**config.mk**
```make
export PLATFORM = sky130hd
export DESIGN_NAME = cam_timing_mon
export DESIGN_NICKNAME = d
export VERILOG_FILES = /design/src/rtl/cam_pkg.sv /design/src/rtl/cam_deglitch.sv /design/src/rtl/cam_timing_mon.sv
export SDC_FILE = /design/constraint.sdc
export NUM_CORES = 1
export LEC_CHECK = 0
export CORE_MARGIN = 2
export CORE_UTILIZATION = 60
export CTS_CLUSTER_SIZE = 28
export DETAILED_ROUTE_END_ITERATION = 16
export PLACE_DENSITY = 0.85
export RECOVER_POWER = 100
export REMOVE_ABC_BUFFERS = 1
export SLEW_MARGIN = 30
export SYNTH_ARGS = -nofsm -noshare
export SYNTH_HDL_FRONTEND = slang
export SYNTH_SLANG_ARGS = --single-unit
```
**constraint.sdc**
```tcl
create_clock -name clk -period 6.4 [get_ports clk]
set_clock_uncertainty 0.1 [all_clocks]
set_input_delay 0.96 -clock clk [delete_from_list [all_inputs] [get_ports clk]]
set_output_delay 0.96 -clock clk [all_outputs]
set_load 0.005 [all_outputs]
```
**src/rtl/cam_pkg.sv**
```systemverilog
// Shared definitions for the camera sync timing monitor: FSM state encoding
// and the default counter widths.
package cam_pkg;

    localparam int CAM_PIX_W  = 12;
    localparam int CAM_LINE_W = 11;
    localparam int CAM_FRM_W  = 16;

    typedef enum logic [1:0] {
        CAM_ST_IDLE   = 2'd0,
        CAM_ST_ALIGN  = 2'd1,
        CAM_ST_VBLANK = 2'd2,
        CAM_ST_ACTIVE = 2'd3
    } cam_state_t;

endpackage

```
**src/rtl/cam_deglitch.sv**
```systemverilog
// Per-channel level deglitch filter: a channel's output follows its input only
// after the input has held a new level for FILT_LEN consecutive cycles.
module cam_deglitch #(
    parameter int WIDTH    = 2,
    parameter int FILT_LEN = 3
) (
    input  logic             clk,
    input  logic             reset_n,
    input  logic [WIDTH-1:0] raw,
    output logic [WIDTH-1:0] clean
);

    generate
        for (genvar gi = 0; gi < WIDTH; gi++) begin : g_chan
            logic [3:0] run_reg;
            logic       level_reg;

            // run_reg counts consecutive samples that disagree with the output.
            always_ff @(posedge clk) begin
                if (!reset_n) begin
                    run_reg   <= '0;
                    level_reg <= 1'b0;
                end else if (raw[gi] == level_reg) begin
                    run_reg <= '0;
                end else if (run_reg == 4'(FILT_LEN - 1)) begin
                    level_reg <= raw[gi];
                    run_reg   <= '0;
                end else begin
                    run_reg <= run_reg + 4'd1;
                end
            end

            assign clean[gi] = level_reg;
        end
    endgenerate

endmodule

```
**src/rtl/cam_timing_mon.sv**
```systemverilog
// Camera sync timing monitor: line length, lines per frame, frame count and
// malformed-timing flags. Define CAM_TIMING_MON_FILTER_EN to deglitch vsync/href.
module cam_timing_mon
    import cam_pkg::*;
#(
    parameter int PIX_W    = CAM_PIX_W,
    parameter int LINE_W   = CAM_LINE_W,
    parameter int FRM_W    = CAM_FRM_W,
    parameter int FILT_LEN = 3
) (
    input  logic              clk,
    input  logic              reset_n,
    input  logic              enable,
    input  logic              vsync,
    input  logic              href,
    output logic              line_done,
    output logic              frame_done,
    output logic [PIX_W-1:0]  pix_cnt_last,
    output logic [LINE_W-1:0] line_cnt_last,
    output logic [FRM_W-1:0]  frame_cnt,
    output logic              err_len,
    output logic              err_ovf
);

    logic vsync_s;
    logic href_s;

`ifdef CAM_TIMING_MON_FILTER_EN
    logic [1:0] filt_out;

    cam_deglitch #(
        .WIDTH    (2),
        .FILT_LEN (FILT_LEN)
    ) u_deglitch (
        .clk     (clk),
        .reset_n (reset_n),
        .raw     ({vsync, href}),
        .clean   (filt_out)
    );

    assign vsync_s = filt_out[1];
    assign href_s  = filt_out[0];
`else
    logic unused_filt_len;
    assign unused_filt_len = ^FILT_LEN;
    assign vsync_s = vsync;
    assign href_s  = href;
`endif

    cam_state_t        state_reg, state_next;
    logic              vsync_q, href_q;
    logic              armed_reg;
    logic              ref_valid_reg;
    logic [PIX_W-1:0]  pix_cnt_reg, ref_len_reg, pix_last_reg;
    logic [LINE_W-1:0] line_cnt_reg, line_last_reg;
    logic [FRM_W-1:0]  frame_cnt_reg;
    logic              line_done_reg, frame_done_reg;
    logic              err_len_reg, err_ovf_reg;

    logic              vs_rise, vs_fall, hr_rise, hr_fall;
    logic              in_active, enable_start, frame_start;
    logic              line_close, frame_close, arm_line;
    logic              pix_max, line_max;
    logic [LINE_W-1:0] line_cnt_inc;

    assign vs_rise = vsync_s & ~vsync_q;
    assign vs_fall = ~vsync_s & vsync_q;
    assign hr_rise = href_s & ~href_q;
    assign hr_fall = ~href_s & href_q;

    assign pix_max      = (pix_cnt_reg == '1);
    assign line_max     = (line_cnt_reg == '1);
    assign line_cnt_inc = line_max ? line_cnt_reg : line_cnt_reg + LINE_W'(1);

    always_ff @(posedge clk) begin
        if (!reset_n) begin
            state_reg <= CAM_ST_IDLE;
        end else begin
            state_reg <= state_next;
        end
    end

    always_comb begin
        state_next   = state_reg;
        in_active    = 1'b0;
        enable_start = 1'b0;
        frame_start  = 1'b0;
        line_close   = 1'b0;
        frame_close  = 1'b0;
        arm_line     = 1'b0;
        if (!enable) begin
            state_next = CAM_ST_IDLE;
        end else begin
            case (state_reg)
                CAM_ST_IDLE: begin
                    enable_start = 1'b1;
                    state_next   = CAM_ST_ALIGN;
                end
                CAM_ST_ALIGN: begin
                    if (vs_rise) state_next = CAM_ST_VBLANK;
                end
                CAM_ST_VBLANK: begin
                    if (vs_fall) begin
                        frame_start = 1'b1;
                        state_next  = CAM_ST_ACTIVE;
                    end
                end
                CAM_ST_ACTIVE: begin
                    in_active   = 1'b1;
                    line_close  = hr_fall & armed_reg;
                    frame_close = vs_rise;
                    // A line starting on the frame-closing edge belongs to no frame.
                    arm_line    = hr_rise & ~vs_rise;
                    if (vs_rise) state_next = CAM_ST_VBLANK;
                end
                default: state_next = CAM_ST_IDLE;
            endcase
        end
    end

    always_ff @(posedge clk) begin
        if (!reset_n) begin
            vsync_q        <= 1'b0;
            href_q         <= 1'b0;
            armed_reg      <= 1'b0;
            ref_valid_reg  <= 1'b0;
            pix_cnt_reg    <= '0;
            ref_len_reg    <= '0;
            pix_last_reg   <= '0;
            line_cnt_reg   <= '0;
            line_last_reg  <= '0;
            frame_cnt_reg  <= '0;
            line_done_reg  <= 1'b0;
            frame_done_reg <= 1'b0;
            err_len_reg    <= 1'b0;
            err_ovf_reg    <= 1'b0;
        end else begin
            vsync_q        <= vsync_s;
            href_q         <= href_s;
            line_done_reg  <= line_close;
            frame_done_reg <= frame_close;
            if (!enable) begin
                armed_reg   <= 1'b0;
                err_len_reg <= 1'b0;
                err_ovf_reg <= 1'b0;
            end else begin
                if (enable_start) frame_cnt_reg <= '0;
                if (frame_start) begin
                    line_cnt_reg  <= '0;
                    ref_valid_reg <= 1'b0;
                end
                if (!in_active) begin
                    armed_reg <= 1'b0;
                end else begin
                    if (arm_line) begin
                        armed_reg   <= 1'b1;
                        pix_cnt_reg <= PIX_W'(1);
                    end else if (armed_reg && href_s) begin
                        if (pix_max) err_ovf_reg <= 1'b1;
                        else         pix_cnt_reg <= pix_cnt_reg + PIX_W'(1);
                    end
                    if (line_close) begin
                        armed_reg    <= 1'b0;
                        pix_last_reg <= pix_cnt_reg;
                        line_cnt_reg <= line_cnt_inc;
                        if (line_max) err_ovf_reg <= 1'b1;
                        if (!ref_valid_reg) begin
                            ref_len_reg   <= pix_cnt_reg;
                            ref_valid_reg <= 1'b1;
                        end else if (pix_cnt_reg != ref_len_reg) begin
                            err_len_reg <= 1'b1;
                        end
                    end
                    // A line closing on the same edge is counted in this frame.
                    if (frame_close) begin
                        armed_reg     <= 1'b0;
                        line_last_reg <= line_close ? line_cnt_inc : line_cnt_reg;
                        frame_cnt_reg <= frame_cnt_reg + FRM_W'(1);
                    end
                end
            end
        end
    end

    assign line_done     = line_done_reg;
    assign frame_done    = frame_done_reg;
    assign pix_cnt_last  = pix_last_reg;
    assign line_cnt_last = line_last_reg;
    assign frame_cnt     = frame_cnt_reg;
    assign err_len       = err_len_reg;
    assign err_ovf       = err_ovf_reg;

endmodule

```
==> key figures, run 1 <==
Synth
  – Number of flops mapped to enable cells by yosys: 0
  – Post-Syn Instances: between 400 and 500
  – Largest family of logic cells by synthesized area: simple AND/OR/NAND/NOR gates
  – Fraction of registers with async set/reset: 0
  – Syn Std Cell Area: 0.00397 mm2
  – Total number of yosys warnings: 0
  – XOR/XNOR Fraction of Synth Area: 0.0353
  – #FFs+latches synth: 84
  – Seq/Total Area, Yosys: 0.424
  – Primary FF master, synth: dfxtp_1
  – Synth cell types: 57
  – Multiplexer share of the synthesized area: 0.0379
  – Adder-Cell Fraction of Synth Area: 0.00946
  – Synthesized area per cell: 8.44 um2
  – Synth Area in Simple Gates: 0.256
  – Compound-Gate Fraction of Synth Area: 0.198

Outcome
  – Status: complete, no violations

Power and ir drop
  – Total Power: slightly below 900 uW
  – Leakage Power: 1.60 nW
  – Worst VDD drop: between 0.00015 and 0.0002 V
  – Pwr Density: around 190 mW/mm2

Floorplanning
  – Die Ht: roughly 85 um
  – Die area: 0.00728 mm2
  – Initial Util: 0.621
  – Site row count: 29
  – Chip Width: around 85 um
  – I/O pin cnt: between 40 and 50
  – Core Box Area: between 0.006 and 0.007 mm2

Clocking
  – CTS Buf Count: 9
  – Clock sink count: 84
  – CTS root buffer: clkbuf_8
  – Hold buffers post-CTS: 0
  – Worst skew pair latency: 0.36 ns
  – Setup bufs post-CTS: 0
  – Post_cts resized: 0
  – CTS clk-pin slew, worst paths: roughly 0.080 ns
  – Clock tree buffer depth: 2
  – CTS tree: built
  – H-tree depth: 3

STA
  – Worst-Margin Slew: ~1.4 ns
  – Achievable Freq: approximately 250 MHz
  – RSZ-0062 raised after global routing: false
  – Setup TNS: 0 ns
  – Relative slew slack: 0.0585
  – Period utilisation layout: 0.619
  – Max-slew violations: 0
  – Setup WS post-layout: between 2 and 2.5 ns
  – Final worst path period need: a little under 4 ns
  – Final hold violation count: 0
  – Final setup violation count: 0

Final layout
  – Fin nets: ~500
  – Layout Area Growth over Synthesis: 16.0%
  – Max reg flops: 16
  – Commonest non-fill, non-tap cells in the layout: dfxtp_1, nand2_1, dlygate4sd3_1
  – Fin cells: a little under 600
  – Commonest non-fill, non-tap cell in the layout: dfxtp_1
  – # fillers: between 400 and 500
  – Share of layout cells above drive strength 1: 0.0553
  – ANT cells: 0

Worst setup path
  – Crit path buf inv count: 2
  – Slowest stage delay, CP: around 1.1 ns
  – Worst path slowest cell: dlygate4sd3_1
  – Cell Chain, Critical Path: dlygate4sd3_1 > nand4_1 > nor2_1 > clkbuf_1 > mux2i_1 > o22ai_1
  – Largest delay contributor family on the critical path: buffers and inverters
  – Largest fanout on the critical path: 23
  – Worst Path Arrival: between 4 and 5 ns
  – CP startpoint kind: primary input
  – CP Data Required Time: between 6 and 7 ns
  – CP endpoint kind: register
  – Setup CP Type: primary input to register

Global routing
  – Initial antenna violation count: 0
  – GRT Total Usage: 0.266
  – First-pass GRT wire length: approximately 16000 um
  – Pin count of the biggest net entering global routing: 32
  – Vias in the first global route: roughly 3400
  – Remaining global-route overflow: 0

Place
  – Placed insts: approximately 570
  – Place WS: between 2 and 2.5 ns
  – Dpl hpwl: 6440 um
  – # port buffers: 47
  – GP Congestion: just over 0.9

Worst hold path
  – Hold Crit Class: register to register

Drt
  – Initial DRC count: about 260
  – DRC: 0
  – Total wire length: between 9000 and 10000 um
  – DR WL/cell: ~16 um
  – Drt pass-1 iters: 5
  – Via density: between 6 and 7
  – Via count: around 3700
  – DRT antenna net count: 0

Run
  – Max_cap viols: 0
-- worst paths after layout --
kind / start / end / slack [ns] / cells past startpoint
setup / recovery: enable / line_cnt_reg[4] / 2.44 / 6
hold / removal: pix_cnt_last[1] / pix_cnt_last[1] / 0.35 / 2
setup reg to reg: state_reg[0] / line_cnt_reg[4] / 3.63 / 5
hold reg to reg: pix_cnt_last[1] / pix_cnt_last[1] / 0.35 / 2
-- final cells by class --
class,count,area [um2],share of cell area
Multi-Input combinational cell,349,2140,0.466
Sequential cell,84,1680,0.365
Clock buffer,11,141,0.0307
Tap cell,77,96.3,0.0209
Clock inverter,5,27.5,0.00598
Inverter,4,15.0,0.00326
Timing Repair Buffer,53,497,0.108
-- worst reg2reg max path, stage by stage (launching register included) --
cell and delay (ns):
dfxtp_1 0.56, nand4_1 0.32, nor2_1 0.71, clkbuf_1 0.56
mux2i_1 0.26, o22ai_1 0.10
-- where the power goes --
group	internal (mW)	switching (mW)	leakage, nW
Combinational	0.00816	0.0197	0.832
Sequential	0.523	0.00218	0.677
Clock	0.149	0.183	0.0889
Total	0.680	0.205	1.60
-- per-stage QoR --
stage	utilization	hold slack, ns	instance area (um2)
after floorplan	-	0.353	3830
after global placement	0.695	0.344	4440
after detailed placement	0.697	0.347	4450
after CTS	0.724	0.358	4620
after global routing	0.721	0.371	4600
final	0.721	0.351	4600
-- per-layer routing --
metal	share of wire	vias to the layer above	global-route usage
li1	-	1801	-
met1	0.44	1728	0.336
met2	0.48	139	0.438
met3	0.050	25	0.0399
met4	0.027	0	0.140
met5	0	-	0
-- cell usage after synthesis (2+ instances only) --
cell      count  area share
nor2b_1       3      0.0047
nand4_1      15       0.024
a211oi_1      2      0.0038
o211ai_1      3      0.0057
a21oi_1      44       0.056
clkbuf_2      3      0.0038
or4_1         7       0.013
and4b_1       2      0.0050
or2_2         2      0.0032
mux2i_1      15       0.038
dfxtp_1      84        0.42
o311ai_0      2      0.0044
or4b_2        3      0.0076
and4_1        6       0.013
buf_1         3      0.0028
nor2_1       33       0.031
inv_1         4      0.0038
nand2b_1      7       0.011
clkbuf_1     19       0.018
nand3_1      15       0.019
a21o_1        4      0.0076
buf_2         8       0.010
ha_1          3      0.0095
nor4_1        2      0.0032
or3_1        11       0.017
o21ai_0      26       0.033
a31oi_1      18       0.028
nand2_1      51       0.048
and2_1        4      0.0063
o21a_1        3      0.0057
o21bai_1      2      0.0038
o31ai_1       9       0.017
a311oi_1      3      0.0066
xnor2_1      14       0.031
o211a_1       2      0.0050
and3_1        6      0.0095
xor2_1        2      0.0044
nor3_1        8       0.010
nand4b_1      4      0.0088
-- logic make-up after synthesis --
kind of cell / after synthesis
AND/OR/NAND/NOR: 187
AO/OA/AOI/OAI: 128
flip-flops: 84
buffers and inverters: 37
XOR/XNOR: 16
multiplexers: 15
adder cells (fa/ha/maj): 3
Power figures use the tool's default switching activity.
==> run 2, diff against run 1 <==
Settings changed: CORE_UTILIZATION 60 to 55, PLACE_DENSITY 0.85 to 0.79.
Clock period 6.4 ns to 3.75 ns, I/O delays scaled along.
==> key figures, run 2 (synthesis results as in run 1) <==
Global routing
  – Pin count of the biggest net entering global routing: 27 (-16%)
  – GRT Total Usage: 0.257 (-0.00873)
  – Initial antenna violation count: 0 (unchanged)
  – First-pass GRT wire length: 15900 um (+1.7%)
  – Remaining global-route overflow: 0 (unchanged)
  – Vias in the first global route: 3340 (-2.4%)

STA
  – Max-slew violations: 0 (unchanged)
  – Hold WS: 0.353 ns (+0.00292 ns)
  – Setup WS post-layout: 0.753 ns (-1.69 ns)
  – RSZ-0062 raised after global routing: false
  – Final worst path period need: 3.00 ns
  – Final hold violation count: 0 (unchanged)
  – Period utilisation layout: 0.799
  – Setup TNS: 0 ns (unchanged)
  – Worst-Margin Slew: 1.09 ns (-0.323 ns)
  – Relative slew slack: 0.273 (+0.215)
  – Achievable Freq: 334 MHz
  – Final setup violation count: 0 (unchanged)

Final layout
  – ANT cells: 0 (unchanged)
  – Share of layout cells above drive strength 1: 0.0627 (+0.00741)
  – Fin util: 0.684 (-0.0363)
  – Commonest non-fill, non-tap cells in the layout: dfxtp_1, nand2_1, dlygate4sd3_1
  – # fillers: 597 (+23%)
  – Finished Cell Area: 0.00470 mm2 (+2.1%)
  – Fin cells: 606 (+3.9%)
  – Layout Area Growth over Synthesis: 18.5%
  – Fin nets: 513 (+0.79%)
  – Commonest non-fill, non-tap cell in the layout: dfxtp_1
  – Max reg flops: 16 (unchanged)

Clocking
  – CTS root buffer: clkbuf_8
  – CTS Buf Count: 9 (unchanged)
  – CTS tree: built
  – Worst skew pair latency: 0.36 ns (about the same)
  – CTS clk-pin slew, worst paths: 0.08 ns (about the same)
  – Setup bufs post-CTS: 0 (unchanged)
  – H-tree depth: 3 (unchanged)
  – Post_cts resized: 0 (unchanged)
  – Clock tree buffer depth: 2 (unchanged)
  – Clock sink count: 84 (unchanged)
  – Hold buffers post-CTS: 0 (unchanged)

Power and ir drop
  – Net Sw Power: 381 uW (+86%)
  – Switching Share: 0.226 (-0.00540)
  – Sequential share of power: 0.533 (-0.060)
  – Pwr Density: 358 mW/mm2 (+86%)
  – Total Power: 1.68 mW (+90%)
  – Worst VDD drop: 0.000277 V (+71%)
  – Internal power: 1.30 mW (+91%)
  – Leakage Power: 1.64 nW (+2.5%)
  – Clock network fraction of total power: 0.438 (+0.063)
  – Logic pwr share: 0.029 (-0.003)

Worst setup path
  – Setup CP Type: primary input to register
  – Worst Path Arrival: 3.18 ns (-0.87 ns)
  – R2R depth: 5 (unchanged)
  – Largest fanout on the critical path: 20 (-13%)
  – CP endpoint kind: register
  – CP Data Required Time: 3.93 ns (-2.56 ns)
  – CP startpoint kind: primary input

Place
  – # port buffers: 47 (unchanged)
  – Placed insts: 590 (+4.1%)
  – GP Congestion: 0.880 (-2.8%)
  – Place WS: 0.869 ns (-1.60 ns)
  – Dpl hpwl: 6570 um (+1.9%)
  – Post-DP Area: 0.00449 mm2 (+0.96%)

Drt
  – M1 wire length: 4490 um (+8.4%)
  – DRC: 0 (unchanged)
  – DR WL/cell: 16.0 um (+0.21%)
  – DRT antenna net count: 0 (unchanged)
  – Via count: 3700 (+0.19%)
  – Top Layer Used: met4
  – Drt pass-1 iters: 5 (unchanged)
  – Routed wl met2: 4640 um (+3.9%)
  – Total wire length: 9720 um (+4.2%)
  – Initial DRC count: 196 (-25%)
  – Met3 Wirelength: 408 um (-13%)
  – Via density: 6.11 (-3.6%)

Worst hold path
  – Hold Crit Class: register to register
  – Hold path depth: 2 (unchanged)

Floorplanning
  – I/O pin cnt: 48 (unchanged)
  – Die Ht: 88.9 um (+4.2%)
  – Initial Util: 0.577 (-0.0437)
  – Chip Width: 88.9 um (+4.2%)
  – Site row count: 30 (+3.4%)
  – Core Box Area: 0.00687 mm2 (+7.6%)
  – Die area: 0.00791 mm2 (+8.7%)

Outcome
  – Status: complete, no violations

Run
  – Max_cap viols: 0 (unchanged)
-- run 2: changes by cell type in the layout (fill, tap and decap cells not counted) --
cell,change
and2_0,+1
nor3_2,+1
bufinv_16,+2
dlygate4sd3_1,+1
clkdlybuf4s50_1,-1
clkinv_2,-2
buf_4,+3
inv_6,+1
nor3_4,-1
and2_1,-1
-- run 2: worst paths after layout --
check / startpoint / to / slack, ns
setup / recovery: enable / line_cnt_last[0] / 0.75
hold reg to reg: pix_cnt_last[1] / pix_cnt_last[1] / 0.35
hold / removal: pix_cnt_last[1] / pix_cnt_last[1] / 0.35
setup reg to reg: state_reg[0] / line_cnt_last[0] / 1.38
-- run 2: power by group through the flow --
stage	combinational [mW]	sequential, mW	clock, mW
floorplan	0.0247	0.917	0
global placement	0.0491	0.918	0
detailed placement	0.0497	0.918	0
CTS	0.0502	0.897	0.739
global route	0.0537	0.898	0.778
finish	0.0488	0.897	0.737
-- run 2: layout make-up --
| cell class | count | area [um2] | area share |
|---|---|---|---|
| clock buffer | 10 | 138 | 0.0293 |
| clock inverter | 6 | 86.3 | 0.0184 |
| inverter | 4 | 15.0 | 0.00319 |
| multi-input combinational | 349 | 2140 | 0.455 |
| sequential | 84 | 1680 | 0.358 |
| tap | 96 | 120 | 0.0256 |
| timing repair buffer | 57 | 523 | 0.111 |
-- run 2: routing by layer --
layer / track usage / vias to the layer above
met3: 0.0379 / 15
met1: 0.345 / 1771
met4: 0.116 / 0
li1: - / 1805
met2: 0.410 / 109
met5: 0 / -
-- run 2: worst max-delay path: stages --
cell and delay [ns]:
dlygate4sd3_1 0.56, clkbuf_1 0.37, nand4_1 0.29, or2_0 0.38
clkbuf_1 0.38, or3_1 0.46, a31oi_1 0.17
==> run 3, diff against run 2 <==
Clock period 3.75 ns to 3.1 ns, I/O delays scaled along.
==> key figures, run 3 (synthesis results as in run 1) <==
Clocking
  – CTS clk-pin slew, worst paths: 0.08 ns (about the same)
  – Clock tree buffer depth: 2 (unchanged)
  – Hold buffers post-CTS: 0 (unchanged)
  – Post_cts resized: 0 (unchanged)
  – Setup bufs post-CTS: 0 (unchanged)
  – CTS tree: built
  – CTS Buf Count: 9 (unchanged)
  – Clock sink count: 84 (unchanged)
  – CTS root buffer: clkbuf_8
  – Worst skew pair latency: 0.36 ns (about the same)
  – H-tree depth: 3 (unchanged)

STA
  – Worst-Margin Slew: 1.09 ns (+0.00381 ns)
  – Relative slew slack: 0.271 (-0.00254)
  – Final setup violation count: 0 (unchanged)
  – Period utilisation layout: 0.814
  – Setup TNS: 0 ns (unchanged)
  – Achievable Freq: slightly below 400 MHz
  – Max-slew violations: 0 (unchanged)
  – Final hold violation count: 0 (unchanged)
  – Setup WS post-layout: 0.576 ns (-0.177 ns)
  – RSZ-0062 raised after global routing: false
  – Final worst path period need: about 2.5 ns

Final layout
  – ANT cells: 0 (unchanged)
  – Layout Area Growth over Synthesis: 19.3%
  – Commonest non-fill, non-tap cell in the layout: dfxtp_1
  – Fin util: 0.689 (+0.00474)
  – # fillers: 584 (-2.2%)
  – FF+latch area: 0.00168 mm2 (unchanged)
  – Fin cells: 610 (+0.66%)
  – Multi-input logic area: 0.00213 mm2 (-0.47%)
  – Fin nets: 517 (+0.78%)
  – Commonest non-fill, non-tap cells in the layout: dfxtp_1, nand2_1, dlygate4sd3_1
  – Max reg flops: 16 (unchanged)
  – Share of layout cells above drive strength 1: 0.0642 (+0.00146)

Floorplanning
  – Die Ht: 88.9 um (unchanged)
  – Site row count: 30 (unchanged)
  – Die area: 0.00791 mm2 (unchanged)
  – Initial Util: 0.577 (unchanged)
  – Chip Width: 88.9 um (unchanged)
  – I/O pin cnt: 48 (unchanged)
  – Core Box Area: 0.00687 mm2 (unchanged)

Drt
  – Drt pass-1 iters: 5 (unchanged)
  – Initial DRC count: 244 (+24%)
  – Total wire length: 9420 um (-3.0%)
  – Via density: 6.03 (-1.3%)
  – DRT antenna net count: 0 (unchanged)
  – DRC: 0 (unchanged)
  – DR WL/cell: 15.4 um (-3.7%)
  – Via count: 3676 (-0.65%)

Power and ir drop
  – Net Sw Power: 431 uW (+13%)
  – Leakage Power: 1.66 nW (+1.5%)
  – Switching Share: 0.210 (-0.0162)
  – Worst VDD drop: 0.000393 V (+42%)
  – Sequential share of power: 0.529 (-0.004)
  – Logic pwr share: 0.029 (about the same)
  – Pwr Density: 433 mW/mm2 (+21%)
  – Internal power: 1.62 mW (+24%)
  – Clock network fraction of total power: 0.442 (+0.004)
  – Total Power: 2.05 mW (+22%)

Worst hold path
  – Hold path startpoint: pix_cnt_last[11]
  – Hold Crit Class: register to register
  – Hold path depth: 2 (unchanged)
  – Worst Hold End: pix_cnt_last[11]

Global routing
  – Vias in the first global route: 3473 (+4.0%)
  – Initial antenna violation count: 0 (unchanged)
  – First-pass GRT wire length: 16000 um (+0.74%)
  – Remaining global-route overflow: 0 (unchanged)
  – GRT Total Usage: 0.254 (-0.00251)
  – Pin count of the biggest net entering global routing: 27 (unchanged)

Place
  – Place WS: 0.411 ns (-0.458 ns)
  – # port buffers: 47 (unchanged)
  – GP Congestion: 0.900 (+2.4%)
  – Dpl hpwl: 6550 um (-0.25%)
  – Placed insts: 594 (+0.68%)

Worst setup path
  – Worst Path Arrival: 2.64 ns (-0.54 ns)
  – Critical R2R Launch: state_reg[0]
  – Setup crit start: enable
  – CP startpoint kind: primary input
  – CP Data Required Time: 3.22 ns (-0.71 ns)
  – R2R Path End: line_cnt_reg[2]
  – Setup CP Type: primary input to register
  – R2R depth: 5 (unchanged)
  – CP endpoint kind: register
  – R2R Setup Slk: 0.74 ns (-0.64 ns)
  – Largest fanout on the critical path: 20 (unchanged)

Outcome
  – Status: complete, no violations

Run
  – Max_cap viols: 0 (unchanged)
## run 3: cell types whose count changed in the layout (fill, tap and decap cells not counted), sizes merged
cell,delta
dlygate4sd3,-1
buf,+4
inv,-1
clkinv,-2
clkbuf,+3
clkdlybuf4s50,+1
## run 3: routing by layer
layer | track usage | share of wire | vias to the layer above
li1 | - | - | 1822
met1 | 0.325 | 0.45 | 1739
met2 | 0.435 | 0.49 | 100
met3 | 0.0388 | 0.040 | 15
met4 | 0.0950 | 0.019 | 0
met5 | 0 | 0 | -
## run 3: worst max path at each step
stage                                  to  slack (ns)  depth (start not counted)
after detailed placement   pix_cnt_reg[0]        0.41                          5
after floorplan            pix_cnt_reg[0]        0.94                          5
final                     line_cnt_reg[2]        0.58                          6
after global routing      line_cnt_reg[2]        0.33                          6
after global placement     pix_cnt_reg[0]        0.48                          5
after CTS                  pix_cnt_reg[0]        0.78                          5
## run 3: area by class of cell
class / instances / area share
timing repair buffer: 61 / 0.117
clock buffer: 13 / 0.0357
multi-input combinational: 349 / 0.449
inverter: 4 / 0.00317
tap: 96 / 0.0254
clock inverter: 3 / 0.0143
sequential: 84 / 0.355
## run 3: power by group through the flow
stage / Combinational [mW] / Sequential [mW] / Clock, mW
2_1_floorplan: 0.0299 / 1.11 / 0
3_3_place_gp: 0.0611 / 1.11 / 0
3_5_place_dp: 0.0619 / 1.11 / 0
4_1_cts: 0.0625 / 1.08 / 0.914
5_1_grt: 0.0659 / 1.09 / 0.957
6_report: 0.0605 / 1.08 / 0.906
## run 3: critical path, cell delays in order
cell	delay, ns
dlygate4sd3_1	0.63
nand4_1	0.22
or2_0	0.39
clkbuf_1	0.38
o311ai_0	0.44
a21oi_1	0.11
## run 3: metrics by stage
stage / cell area [um2] / hold WS [ns]
detailed placement: 4520 / 0.351
global route: 4730 / 0.387
finish: 4730 / 0.358
CTS: 4760 / 0.364
floorplan: 3830 / 0.353
global placement: 4520 / 0.348
